===== config.mk =====
export PLATFORM = sky130hd
export DESIGN_NAME = adc_spi_capture
export DESIGN_NICKNAME = d
export VERILOG_FILES = /design/src/rtl/adc_spi_capture_pkg.sv /design/src/rtl/adc_spi_capture_sample_tick_gen.sv /design/src/rtl/adc_spi_capture.sv
export SDC_FILE = /design/constraint.sdc
export NUM_CORES = 1
export LEC_CHECK = 0
export CORE_UTILIZATION = 45
export DETAILED_ROUTE_END_ITERATION = 8
export GPL_TIMING_DRIVEN = 0
export PLACE_DENSITY = 0.67
export SYNTH_ARGS = -nofsm -noshare
export SYNTH_HDL_FRONTEND = slang
export SYNTH_SLANG_ARGS = --single-unit

===== constraint.sdc =====
create_clock -name clk -period 2.3 [get_ports clk]
set_input_delay 0.345 -clock clk [delete_from_list [all_inputs] [get_ports clk]]
set_output_delay 0.345 -clock clk [all_outputs]
set_load 0.02 [all_outputs]

===== src/rtl/adc_spi_capture_pkg.sv =====
// adc_spi_capture_pkg: shared Q-format defaults and capture FSM states
package adc_spi_capture_pkg;
    localparam int def_largo = 24;
    localparam int def_mag   = 8;
    localparam int def_pres  = 16;
    localparam logic signed [def_largo:0] q_one = 1 <<< def_pres;
    typedef enum logic [1:0] {st_idle, st_shift, st_done} cap_state_t;
endpackage


===== src/rtl/adc_spi_capture_sample_tick_gen.sv =====
// sample_tick_gen: free-running 0..sample_per-1 counter, tick pulses the clk after wrap
module sample_tick_gen #(
    parameter int sample_per = 2500
) (
    input  logic clk,
    input  logic rst,
    output logic tick
);
    localparam int cw = $clog2(sample_per);
    localparam logic [cw-1:0] last = cw'(sample_per - 1);
    logic [cw-1:0] cnt;
    always_ff @(posedge clk or posedge rst) begin
        if (rst) begin
            cnt  <= '0;
            tick <= 1'b0;
        end else begin
            cnt  <= (cnt == last) ? '0 : cnt + 1'b1;
            tick <= (cnt == last);
        end
    end
endmodule


===== src/rtl/adc_spi_capture.sv =====
// adc_spi_capture: drives a 12-bit offset-binary SPI ADC and emits signed Q(mag).(pres) samples
module adc_spi_capture
    import adc_spi_capture_pkg::*;
#(
    parameter int largo      = def_largo,
    parameter int mag        = def_mag,
    parameter int pres       = def_pres,
    parameter int div        = 2,
    parameter int sample_per = 2500
) (
    input  logic             clk,
    input  logic             rst,
    input  logic             sdata_i,
    output logic             cs_n_o,
    output logic             sclk_o,
    output logic [largo:0]   data_o,
    output logic             data_valid_o,
    output logic             overrun_o
);
    localparam int pw = $clog2(2 * div);
    localparam logic [pw-1:0] ph_rise = pw'(div);
    localparam logic [pw-1:0] ph_last = pw'(2 * div - 1);

    if (pres < 11 || mag + pres != largo) begin : g_fmt_bad
        $error("adc_spi_capture: inconsistent Q format");
    end

    cap_state_t state, state_n;
    logic tick;
    logic [pw-1:0] phase;
    logic [3:0] bit_cnt;
    logic [11:0] sr;
    logic signed [11:0] s;
    logic signed [largo:0] conv;
    logic [largo:0] data_q;
    logic last_bit;

    sample_tick_gen #(.sample_per(sample_per)) u_tick (.clk(clk), .rst(rst), .tick(tick));

    // only 12 bits are kept: the 4 leading frame bits shift out the top
    assign s = {~sr[11], sr[10:0]};
    assign conv = {{(largo - 11){s[11]}}, s} <<< (pres - 11);
    assign last_bit = (bit_cnt == 4'd15) && (phase == ph_last);

    always_comb begin
        state_n = state;
        if (state == st_idle && tick) state_n = st_shift;
        else if (state == st_shift && last_bit) state_n = st_done;
        else if (state == st_done) state_n = st_idle;
    end

    always_ff @(posedge clk or posedge rst) begin
        if (rst) begin
            state   <= st_idle;
            phase   <= '0;
            bit_cnt <= '0;
            sr      <= '0;
            data_q  <= '0;
        end else begin
            state <= state_n;
            if (state == st_shift) begin
                phase <= (phase == ph_last) ? '0 : phase + 1'b1;
                if (phase == ph_last) bit_cnt <= bit_cnt + 1'b1;
                if (phase == ph_rise) sr <= {sr[10:0], sdata_i};
            end else begin
                phase   <= '0;
                bit_cnt <= '0;
            end
            if (state == st_done) data_q <= conv;
        end
    end

    assign cs_n_o       = (state != st_shift);
    assign sclk_o       = !(state == st_shift && phase < ph_rise);
    assign data_valid_o = (state == st_done);
    assign overrun_o    = tick && (state != st_idle);
    assign data_o       = data_valid_o ? conv : data_q;
endmodule

==> impl_results.md <==
- Status: finished clean
- Hold Crit Class: in2async
- CTS tree: done
- DRC violations left: 0
- Sequential-to-total area share from yosys stat: 0.641
- Worst Skew: roughly 8.4 ps
- Top layer in use: met4
- Reg power frac: 0.496
- Share of layout cells above drive strength 1: 0.225
- Die ar.: 5320 um2
- Hold slack: just over 300 ps
- Final nets: 220
- Max frequency: roughly 450 MHz
- Number of synthesized flops with an enable pin: 0
- Global-route wire length before repair: between 6000 and 7000 um
- DR vias: ~1.4k
- Worst Max-Slew Pin Slew: approximately 520 ps
- Tot Pwr: roughly 2.1 mW
- Metal2 WL: 1840 um
- Clock buffer count from CTS: 9
- Clock slew at reported path FFs: roughly 60 ps
- Dpl ws: -214 ps
- Gate power share: 0.013
- WL final: about 3700 um
- Initial DRC Count: 28
- P per Cell Area: slightly above 700 nW/um2
- Largest net degree at the start of global routing: between 40 and 50
- Die Span Y: 72.9 um
- Gr usage total: 0.169
- Fillers: roughly 400
- RSZ-0062 raised after global routing: false
- Initial antenna violation count: 0
- Vias in the first global route: 1494
- Post-Syn Nets: 176
- Critical path class: reg2out
- CP Launch Type: flop
- Final std cells w/o fill: 285
- Yosys reg bits: a little under 60
- Synth warn: 0
- H-Tree Depth: 3
- Core area: between 4000 and 5000 um2
- Routability cong.: approximately 0.75
- Met1 wire length: roughly 1600 um
- Post-DP HPWL: roughly 2600 um
- Tcrit/Tclk final: 0.961
- Setup WS post-layout: 88.7 ps
- Metal3 WL: ~190 um
- Max VDD drop: 0.483 mV
- ANT cells: 0
- Port Buf Inserts: 31
- Initial Util: 0.473
- Cell Int Power: roughly 1.7 mW
- Clk_lat worst skew: 330 ps
- CTS root buf: clkbuf_8
- CTS sink cnt: between 50 and 60
- Syn avg cell area: ~13 um2
- Drt pass-1 iters: 4
- Net Sw Frac: 0.193
- Worst EP arrival: between 1500 and 2000 ps
- NetSw: approximately 0.40 mW
- Synth-to-layout area growth: 28.9%
- Post-route ant nets: 0
- Max-slew headroom: 0.654
- Synth Flop Type: dfrtp_1
- Final setup vio count: 0
- Vias/cell: between 4 and 5
- CP max FO: 8
- GR Overflow Total: 0
- Clock power frac: 0.491
- Mapped Cells: about 170
- Static leakage: 1.64 nW
- IO Pins: 32
- Final hold vios: 0
- Row count: 25
- Hold-fix buffers at CTS: 0
- CP Capture Type: primary output
- Cell count after placement: around 270
- Mapped Area: approximately 2300 um2
- Worst EP required: 1960 ps
- Die width: between 70 and 80 um
- Max-cap viol count: 0
- Max clock buf depth: 2
- Async SR Flop Fraction: 1.00
- Post-route minimum period: between 2000 and 2500 ps
- WL/cell: approximately 13 um
- Distinct cells, synth: 29
- Final Max Tran Viols: 0
## power by group through the flow
stage	combinational, mW	sequential [mW]	clock [mW]
floorplan	0.0157	1.04	0
global placement	0.0229	1.04	0
detailed placement	0.0284	1.04	0
CTS	0.0285	1.02	1.04
global route	0.0318	1.02	1.10
finish	0.0266	1.02	1.01
## worst max-delay path, stage by stage, from the launching register on
cell and delay [ps]:
dfrtp_1 430, inv_1 140, nand2_2 130, or2_2 290, clkdlybuf4s50_1 540
## path summary, 6_finish.rpt
kind / startpoint / end / slack (ps) / cells after the start
min: rst / sr[4] / 310 / 2
min reg2reg: data_q[22] / data_q[22] / 470 / 1
min in group clk: data_q[22] / data_q[22] / 470 / 1
max in group asynchronous: rst / u_tick.cnt[9] / 1460 / 3
max reg2reg: u_tick.cnt[2] / u_tick.cnt[6] / 550 / 3
max: state[1] / sclk_o / 90 / 4
## placed cells by master (no fill, tap or decap), types with 2 or more instances in the layout
| cell | count |
|---|---|
| dfrtp_1 | 58 |
| mux2_2 | 23 |
| dlygate4sd2_1 | 20 |
| clkbuf_8 | 10 |
| nor2_1 | 9 |
| a21o_1 | 9 |
| nand3_1 | 6 |
| a21oi_1 | 6 |
| clkdlybuf4s50_1 | 6 |
| nand2_1 | 5 |
| xor2_1 | 5 |
| and2_1 | 5 |
| dlymetal6s2s_1 | 5 |
| nand4_1 | 4 |
| or3_1 | 4 |
| xnor2_1 | 4 |
| ha_1 | 4 |
| nor3_1 | 3 |
| o21ai_0 | 3 |
| inv_1 | 3 |
| buf_4 | 3 |
| clkbuf_1 | 2 |
| clkinv_2 | 2 |
| bufinv_16 | 2 |
## Yosys cell counts, types with 3 or more instances
master	number	area share
ha_1	4	0.022
xnor2_1	4	0.015
a21oi_1	6	0.013
or3_1	4	0.011
nor2_1	10	0.017
mux2_2	23	0.11
a21o_1	9	0.030
dfrtp_1	58	0.64
xor2_1	5	0.019
clkbuf_1	3	0.0050
o21ai_0	3	0.0066
nor3_1	3	0.0066
nand2_1	6	0.0099
nand4_1	4	0.011
inv_1	4	0.0066
and2_1	5	0.014
nand3_1	6	0.013
## area by class of cell
cell class / instances / area, um2 / area share
timing repair buffer: 34 / 333 / 0.114
multi-input combinational: 102 / 795 / 0.272
clock inverter: 5 / 77.6 / 0.0266
tap: 67 / 83.8 / 0.0287
buffer: 4 / 20.0 / 0.00686
inverter: 4 / 15.0 / 0.00515
sequential: 58 / 1450 / 0.498
clock buffer: 11 / 141 / 0.0485
## metrics by stage
stage	util	cell area (um2)	TNS, ps
after detailed placement	0.559	2680	-2860
after CTS	0.606	2900	0
final	0.609	2920	0
after global routing	0.609	2920	0
after global placement	0.555	2660	-19090
after floorplan	-	2260	0
## layer usage
layer | up-vias | global-route usage
met5 | - | 0
met4 | 0 | 0.0850
met3 | 7 | 0.0732
met2 | 33 | 0.273
met1 | 705 | 0.191
li1 | 679 | -
## logic make-up (layout without fill, tap and decap cells)
| kind of cell | Yosys count | count (layout) | synth area share |
|---|---|---|---|
| xor gates and xnor gates | 9 | 9 | 0.0348 |
| muxes | 24 | 24 | 0.119 |
| DFF | 58 | 58 | 0.641 |
| and+or+nand+nor | 44 | 44 | 0.108 |
| buffers and inverters | 9 | 58 | 0.0155 |
| AOI/OAI and AO/OA | 21 | 21 | 0.0597 |
| adders and majority gates | 4 | 4 | 0.0221 |
## repair_timing
item | in CTS | in global routing
endpoints found under the setup margin | 26 | 6
gates resized for setup | 26 | 6
buffers inserted | 2 | 0
## state kept, by name, summed over array words and instances (netlist names)
| name | flops |
|---|---|
| bit_cnt | 4 |
| data_q | 25 |
| phase | 2 |
| sr | 12 |
| state | 2 |
| u_tick.cnt | 12 |
| u_tick.tick | 1 |
(Power assumes the default switching activity.)
